===== src/rtl/lbus_pkg.sv =====
// Shared types and constants for the local-bus interconnect.
package lbus_pkg;

  // Transaction FSM states.
  typedef enum logic [1:0] {
    IDLE   = 2'd0,
    ACCESS = 2'd1,
    RESP   = 2'd2
  } lbus_state_t;

  // Write enable / size codes presented on we and s_we.
  localparam logic [2:0] WE_NONE = 3'b000;
  localparam logic [2:0] WE_BYTE = 3'b001;
  localparam logic [2:0] WE_HALF = 3'b011;
  localparam logic [2:0] WE_WORD = 3'b111;

  // Width of the stall counter; covers the full TIMEOUT range.
  localparam int CNT_W = 16;

  // Default peripheral map for the 32-bit SoC.
  localparam logic [31:0] RAM_BASE   = 32'h0000_0000;
  localparam logic [31:0] RAM_MASK   = 32'hFFFF_0000;
  localparam logic [31:0] GPIO_BASE  = 32'h1000_0000;
  localparam logic [31:0] GPIO_MASK  = 32'hFFFF_F000;
  localparam logic [31:0] VGA_BASE   = 32'h2000_0000;
  localparam logic [31:0] VGA_MASK   = 32'hFFFF_0000;
  localparam logic [31:0] TIMER_BASE = 32'h3000_0000;
  localparam logic [31:0] TIMER_MASK = 32'hFFFF_FF00;

  // Pack four 32-bit entries into a BASE_LIST/MASK_LIST vector; e0 lands in the low bits.
  function automatic logic [127:0] pack4(input logic [31:0] e0,
                                         input logic [31:0] e1,
                                         input logic [31:0] e2,
                                         input logic [31:0] e3);
    return {e3, e2, e1, e0};
  endfunction

endpackage


===== src/rtl/lbus_decoder.sv =====
// Address decoder: one-hot region hit with lowest-index priority, plus unmapped flag.
module lbus_decoder
  import lbus_pkg::*;
#(
  parameter int                     XLEN      = 32,
  parameter int                     NSLV      = 4,
  parameter logic [NSLV*XLEN-1:0]   BASE_LIST = {(NSLV*XLEN){1'b0}},
  parameter logic [NSLV*XLEN-1:0]   MASK_LIST = {NSLV{{16{1'b1}}, {(XLEN-16){1'b0}}}}
) (
  input  logic [XLEN-1:0] addr,
  output logic [NSLV-1:0] hit,
  output logic            unmapped
);

  logic found;

  // Scan regions from index 0 upward; the first match claims the access.
  always_comb begin
    hit   = {NSLV{1'b0}};
    found = 1'b0;
    for (int i = 0; i < NSLV; i++) begin
      if (!found && ((addr & MASK_LIST[i*XLEN +: XLEN]) == BASE_LIST[i*XLEN +: XLEN])) begin
        hit[i] = 1'b1;
        found  = 1'b1;
      end else begin
        hit[i] = 1'b0;
      end
    end
    unmapped = ~found;
  end

endmodule


===== src/rtl/lbus_interconnect.sv =====
// Local-bus interconnect: decode, per-slave handshake with timeout, registered response.
module lbus_interconnect
  import lbus_pkg::*;
#(
  parameter int                     XLEN      = 32,
  parameter int                     NSLV      = 4,
  parameter logic [NSLV*XLEN-1:0]   BASE_LIST = {(NSLV*XLEN){1'b0}},
  parameter logic [NSLV*XLEN-1:0]   MASK_LIST = {NSLV{{16{1'b1}}, {(XLEN-16){1'b0}}}},
  parameter int                     TIMEOUT   = 255
) (
  input  logic                 clk,
  input  logic                 rst,
  input  logic                 req,
  input  logic [XLEN-1:0]      addr,
  input  logic [XLEN-1:0]      qin,
  input  logic [2:0]           we,
  output logic [XLEN-1:0]      qout,
  output logic                 ready,
  output logic                 err,
  output logic [XLEN-1:0]      err_addr,
  output logic [NSLV-1:0]      s_sel,
  output logic [XLEN-1:0]      s_addr,
  output logic [XLEN-1:0]      s_qin,
  output logic [2:0]           s_we,
  input  logic [NSLV*XLEN-1:0] s_qout,
  input  logic [NSLV-1:0]      s_ready
);

  localparam logic [CNT_W-1:0] TMO = CNT_W'(TIMEOUT);

  lbus_state_t       state;
  logic [CNT_W-1:0]  cnt;
  logic [XLEN-1:0]   addr_lat;
  logic [NSLV-1:0]   hit;
  logic              unmapped;
  logic [XLEN-1:0]   hit_base;
  logic [XLEN-1:0]   rd_data;
  logic              sel_ready;

  lbus_decoder #(
    .XLEN      (XLEN),
    .NSLV      (NSLV),
    .BASE_LIST (BASE_LIST),
    .MASK_LIST (MASK_LIST)
  ) u_dec (
    .addr     (addr),
    .hit      (hit),
    .unmapped (unmapped)
  );

  // Base of the decoded region and read data of the selected slave (one-hot AND-OR muxes).
  always_comb begin
    hit_base = {XLEN{1'b0}};
    rd_data  = {XLEN{1'b0}};
    for (int i = 0; i < NSLV; i++) begin
      hit_base = hit_base | (BASE_LIST[i*XLEN +: XLEN] & {XLEN{hit[i]}});
      rd_data  = rd_data  | (s_qout[i*XLEN +: XLEN]    & {XLEN{s_sel[i]}});
    end
  end

  // Only the selected channel's strobe counts; strays on other channels are masked.
  assign sel_ready = |(s_ready & s_sel);

  // Transaction FSM with stall counter and all registered outputs.
  always_ff @(posedge clk) begin
    if (rst) begin
      state    <= IDLE;
      cnt      <= {CNT_W{1'b0}};
      addr_lat <= {XLEN{1'b0}};
      s_sel    <= {NSLV{1'b0}};
      s_we     <= WE_NONE;
      s_addr   <= {XLEN{1'b0}};
      s_qin    <= {XLEN{1'b0}};
      qout     <= {XLEN{1'b0}};
      ready    <= 1'b0;
      err      <= 1'b0;
      err_addr <= {XLEN{1'b0}};
    end else begin
      case (state)
        IDLE: begin
          ready <= 1'b0;
          cnt   <= {CNT_W{1'b0}};
          if (req) begin
            addr_lat <= addr;
            s_qin    <= qin;
            if (unmapped) begin
              // No region claims the address: fault immediately.
              state    <= RESP;
              ready    <= 1'b1;
              err      <= 1'b1;
              qout     <= {XLEN{1'b0}};
              err_addr <= addr;
            end else begin
              state  <= ACCESS;
              s_sel  <= hit;
              s_addr <= addr - hit_base;
              s_we   <= we;
            end
          end
        end

        ACCESS: begin
          if (sel_ready) begin
            // Slave completion takes precedence over a coincident timeout.
            state <= RESP;
            ready <= 1'b1;
            err   <= 1'b0;
            qout  <= (s_we == WE_NONE) ? rd_data : {XLEN{1'b0}};
            s_sel <= {NSLV{1'b0}};
            s_we  <= WE_NONE;
          end else if (cnt == TMO) begin
            state    <= RESP;
            ready    <= 1'b1;
            err      <= 1'b1;
            qout     <= {XLEN{1'b0}};
            err_addr <= addr_lat;
            s_sel    <= {NSLV{1'b0}};
            s_we     <= WE_NONE;
          end else begin
            cnt <= cnt + {{(CNT_W-1){1'b0}}, 1'b1};
          end
        end

        RESP: begin
          // Single-cycle completion pulse, then back to idle.
          state <= IDLE;
          ready <= 1'b0;
          cnt   <= {CNT_W{1'b0}};
        end

        default: begin
          state <= IDLE;
          ready <= 1'b0;
          cnt   <= {CNT_W{1'b0}};
          s_sel <= {NSLV{1'b0}};
          s_we  <= WE_NONE;
        end
      endcase
    end
  end

endmodule

===== config.mk =====
export PLATFORM = sky130hd
export DESIGN_NAME = lbus_interconnect
export DESIGN_NICKNAME = d
export VERILOG_FILES = /design/src/rtl/lbus_pkg.sv /design/src/rtl/lbus_decoder.sv /design/src/rtl/lbus_interconnect.sv
export SDC_FILE = /design/constraint.sdc
export NUM_CORES = 1
export LEC_CHECK = 0
export ABC_AREA = 1
export CAP_MARGIN = 40
export CELL_PAD_IN_SITES_DETAIL_PLACEMENT = 1
export CELL_PAD_IN_SITES_GLOBAL_PLACEMENT = 2
export CORE_ASPECT_RATIO = 0.6
export CORE_MARGIN = 5
export CORE_UTILIZATION = 21
export DETAILED_ROUTE_END_ITERATION = 8
export GPL_ROUTABILITY_DRIVEN = 0
export HOLD_SLACK_MARGIN = 0.02
export PLACE_DENSITY_LB_ADDON = 0.05
export SETUP_SLACK_MARGIN = 0.02
export SLEW_MARGIN = 20
export SYNTH_ARGS = -nofsm -noshare
export SYNTH_HDL_FRONTEND = slang
export SYNTH_SLANG_ARGS = --single-unit

===== constraint.sdc =====
create_clock -name clk -period 2.25 [get_ports clk]
set_input_delay 0.45 -clock clk [delete_from_list [all_inputs] [get_ports clk]]
set_output_delay 0.45 -clock clk [all_outputs]
set_load 0.05 [all_outputs]

# == Word-level counts from Yosys, hierarchy flattened ==
# Cells that the tools add are included.
# totals
ff_bits,187
input_bits,202
out_inout_bits,137
# op_classes
addsub,1
eq_ne,9
mux,42
n_bitwise,12
reduce_logical,19
# ops
cell,count
2-to-1 mux 32 bit,9
bitwise AND 32 bit,4
one-hot mux 32 bit (2 select lines),2
bitwise OR 32 bit,3
zero test 32 bit,1
adder 16 x 1 -> 16 bit (second input constant),1
equality test 16 x 8 -> 1 bit (second input constant),1
2-to-1 mux 4 bit,4
2-to-1 mux 1 bit,14
2-to-1 mux 3 bit,4
one-hot mux 4 bit (3 select lines),1
one-hot mux 3 bit (3 select lines),1
2-to-1 mux 2 bit,4
!= test 2 bit (second input constant),4
AND reduction 4 bit,2
AND reduction 2 bit,3
AND reduction 5 bit,1
bitwise AND 4 bit,1
inverter 1 bit,4
one-hot mux 1 bit (2 select lines),2
one-hot mux 2 bit (2 select lines),1
OR reduction 4 bit,1
logical AND 1 bit,3
zero test 1 bit,3
other kinds (9),9

# == Longest topological paths before layout ==
# Gate-level depths: netlist (run 1).
# logic_depth
ltp_word,14
depth_mapped,11

# == Modules after synthesis ==
# Synthesis (run 1) repeated with hierarchy kept, for this count alone.
# hier_totals
cells_unflattened,1194
hier_area_um2,8393.0
# by_module_without_submodules
module,instances,cells_per_inst,area_per_inst_um2,seq_area_each_um2
lbus_interconnect,1,1152,8216.6,3743.6
lbus_decoder,1,42,176.4,0.0

# == Worst setup path after synthesis (run 1) ==
# No wires, ideal clock.
# synth_timing
kind,flip-flop to flip-flop
startpoint,reg s_sel[0]
endpoint,reg err_addr[14]
setup_ns,0.064
arrival_time_ns,1.626
t_required_ns,2.186
slack_ns,0.560
stages_incl_launch_ff,10
path_buffers,1
synth_period_minus_slack_ns,1.690
cell_sequence,dfxtp_1 nand2_1 inv_1 nand2_1 nand2_1 a21oi_4 buf_2 nand3_1 nand2_1 nor2_1
# synth_via
elab_chain_len,4
# synth_rtl
element,line_no,text
start: declaration,lbus_interconnect.sv:21,"output logic [NSLV-1:0] s_sel,"
start signal: assignment,lbus_interconnect.sv:70,s_sel <= {NSLV{1'b0}};
start signal: assignment,lbus_interconnect.sv:95,s_sel <= hit;
start signal: assignment,lbus_interconnect.sv:109,s_sel <= {NSLV{1'b0}};
bitwise AND 4 bit,lbus_interconnect.sv:62,assign sel_ready = |(s_ready & s_sel);
OR reduction 4 bit,lbus_interconnect.sv:62,
!= test 2 bit (no source line),--,
AND reduction 5 bit (no source line),--,
end signal: assignment,lbus_interconnect.sv:77,err_addr <= {XLEN{1'b0}};
end signal: assignment,lbus_interconnect.sv:92,err_addr <= addr;
end signal: assignment,lbus_interconnect.sv:116,err_addr <= addr_lat;
end: declaration,lbus_interconnect.sv:20,"output logic [XLEN-1:0] err_addr,"
# No other way between the ends.
# A chain may end at the register's enable or synchronous reset.

# == Worst setup path after layout (run 1) ==
# layout_timing
startpoint,reg err_addr[31]
endpoint,out err_addr[31]
# No word-level cell between the ends.

==> results of run 1 <==
[cell usage in the layout (no fill, tap or decap), drive strengths merged, types with 4 or more instances in the layout]
cell           count
nand2            368
nor2             186
nand3             46
a21oi             96
buf               60
clkbuf            19
inv               70
clkdlybuf4s50    233
o21ai             41
clkinvlp           5
nand4              4
clkinv             4
nor3               5
dfxtp            184
[area by class of cell]
cell class	count	area share [%]
Sequential cell	184	32.67
Clock inverter	13	1.265
Tap cell	467	5.183
Antenna cell	1	0.02220
Timing Repair Buffer	293	25.86
Inverter	68	2.264
Multi-Input combinational cell	756	28.80
Clock buffer	19	3.929
[registers in the layout (all words and copies together) (netlist names)]
signal	flops
addr_lat	32
err_addr	32
qout	32
s_addr	32
s_qin	32
cnt	16
s_we	3
state	2
err	1
ready	1
s_sel	1
[stage by stage]
step	cell area, um2	total power, mW
floorplan	7532	4.248
global placement	10660	4.823
detailed placement	10690	4.840
CTS	11270	8.040
global route	11270	8.268
finish	11270	7.856
[path summary, 6_finish.rpt]
path | startpoint | endpoint | slack, ns | cells after the start
min | rst | s_sel[0] | 0.33 | 2
min reg2reg | s_addr[26] | s_addr[26] | 0.44 | 2
max reg2reg | state[0] | cnt[8] | 0.18 | 8
max | err_addr[31] | err_addr[31] | 0.11 | 1
[power breakdown]
part           leakage (nW)  total [mW]  internal [mW]  switching [mW]
Combinational          2.72        1.28          0.504           0.775
Sequential             1.50        3.46           3.39          0.0702
Clock                 0.272        3.12           1.68            1.44
Total                  4.50        7.86           5.57            2.29
[cell families after synthesis]
| family | after synthesis | share of synthesized area (%) |
|---|---|---|
| simple gates | 612 | 33.14 |
| fa+ha+maj | 1 | 0.1663 |
| compound gates | 140 | 9.595 |
| buf+inv | 131 | 8.098 |
| other cells | 1 | 0.04984 |
| flops | 184 | 48.95 |
[routing by layer]
metal	routed length, um	global-route usage, %	vias to the layer above
li1	-	-	3809
met1	14530	20.62	3485
met2	12090	22.00	138
met3	2013	5.349	20
met4	364	3.781	0
met5	0	0	-
==> results.toml, run 1 <==
[routing]
drcViolationCount = 0
antenna_left = 0
wl_per_cell_um = 16.10
firstDrtPassIters = 4
vias_per_cell = 4.138
num_vias = 7452
routed_wl_um = 29010
drt_iter0_drc = 325

[layout]
regArea_um2 = 3684
multi_input_area_um2 = 3247
syn_to_final_growth_pct = 49.82
drive_gt1_share_pct = 9.302
final_nets = 1523
final_util_pct = 32.02
fillers = 4241
stdcell_count = 1801

[clock_tree]
clk_path_buf_depth = 2
cts_max_level = 4
clk_latency_ns = 0.45
clkSlewWorstSetupHoldPaths_ns = 0.07
tritoncts = "done"
root_buffer = "clkbuf_16"
cts.sinks = 184
post-cts-setup-buffers = 0
cts_hold_buffers = 0
cts-buffers-inserted = 17
cts-resized-gates = 0

[sta]
finalWorstSetupSlack_ns = 0.1060
max_freq_ghz = 0.4664
hold_slack_ns = 0.3316
drv_slew = 0
hold_viol_final = 0
slew_headroom_pct = 59.96
setup_violations = 0
worst_pin_slew_ns = 0.5988
skew_ns = 0.01141
fin_tns_setup_ns = 0
fin_crit_sh_pct = 95.29
rsz0062_at_grt = "no"
fin_crit_ns = 2.144

[synthesis]
ys_async_sr_fraction_pct = 0
yosysMostFrequentCell = "nand2_1"
synth_top_area_share_pct = 48.95
synth_edf_count = 0
ys_top_cells_by_count = "nand2_1 (361), dfxtp_1 (184), nor2_1 (179)"
ys_types = 31
synth_ff_type = "dfxtp_1"
synth_warnings = 0
synth-seq-area-share_pct = 48.95
avgSynthCellArea_um2 = 7.039
synth_top_area_cell = "dfxtp_1"
ys_seq_elements = 184
synth_top_cells_by_area = "dfxtp_1 (49%), nand2_1 (18%), nor2_1 (8.9%)"
synth_area_um2 = 7525
synthCells = 1069

[grt]
grt_pass1_vias = 7799
grt_max_degree = 56
antenna_found_initial = 1
grt_util_all_layers_pct = 14.85
grt_first_pass_wirelength_um = 45730
grt-ovfl-total = 0

[setup_path]
cp_top_family = "buffers and inverters"
cp_slowest_stage_delay_ns = 0.84
arrival_ns = 1.69
path_buf_inv = 1
setup.worst_path.end_class = "primary output"
start_kind = "register"
path_cells = "clkdlybuf4s50_1"
cp_max_fo = 2
path_class = "reg2out"
cp_slowest_cell = "clkdlybuf4s50_1"
crit_required_ns = 1.80

[outcome]
status = "finished clean"

[floorplanning]
die_w_um = 254.4
die_area_um2 = 39840
num_rows = 53
initial_core_util_pct = 21.37
ios = 339
core_um2 = 35210
die_h_um = 156.6

[pwr]
cellPowerDensity_nw_per_um2 = 696.8
ir_worst_vdd_v = 0.0005485
leakage_nw = 4.500

[min_path]
worstHoldPathType = "in2reg"

[place]
numPortBuffers = 236
dpl.cell_count = 1768
detailedPlace.worstSlack_ns = -0.1407
dp_hpwl_um = 20770

[flow_run]
maxCapViolations = 0
Note: power is estimated with default switching activity, not from simulation.
==> inputs of run 2 (changes only) <==
--- a/config.mk
+++ b/config.mk
@@ -16,7 +16,6 @@
 export GPL_ROUTABILITY_DRIVEN = 0
 export HOLD_SLACK_MARGIN = 0.02
 export PLACE_DENSITY_LB_ADDON = 0.05
-export SETUP_SLACK_MARGIN = 0.02
 export SLEW_MARGIN = 20
 export SYNTH_ARGS = -nofsm -noshare
 export SYNTH_HDL_FRONTEND = slang
==> results of run 2 <==
No change in the layout: final DEF, timing and power equal those of run 1.
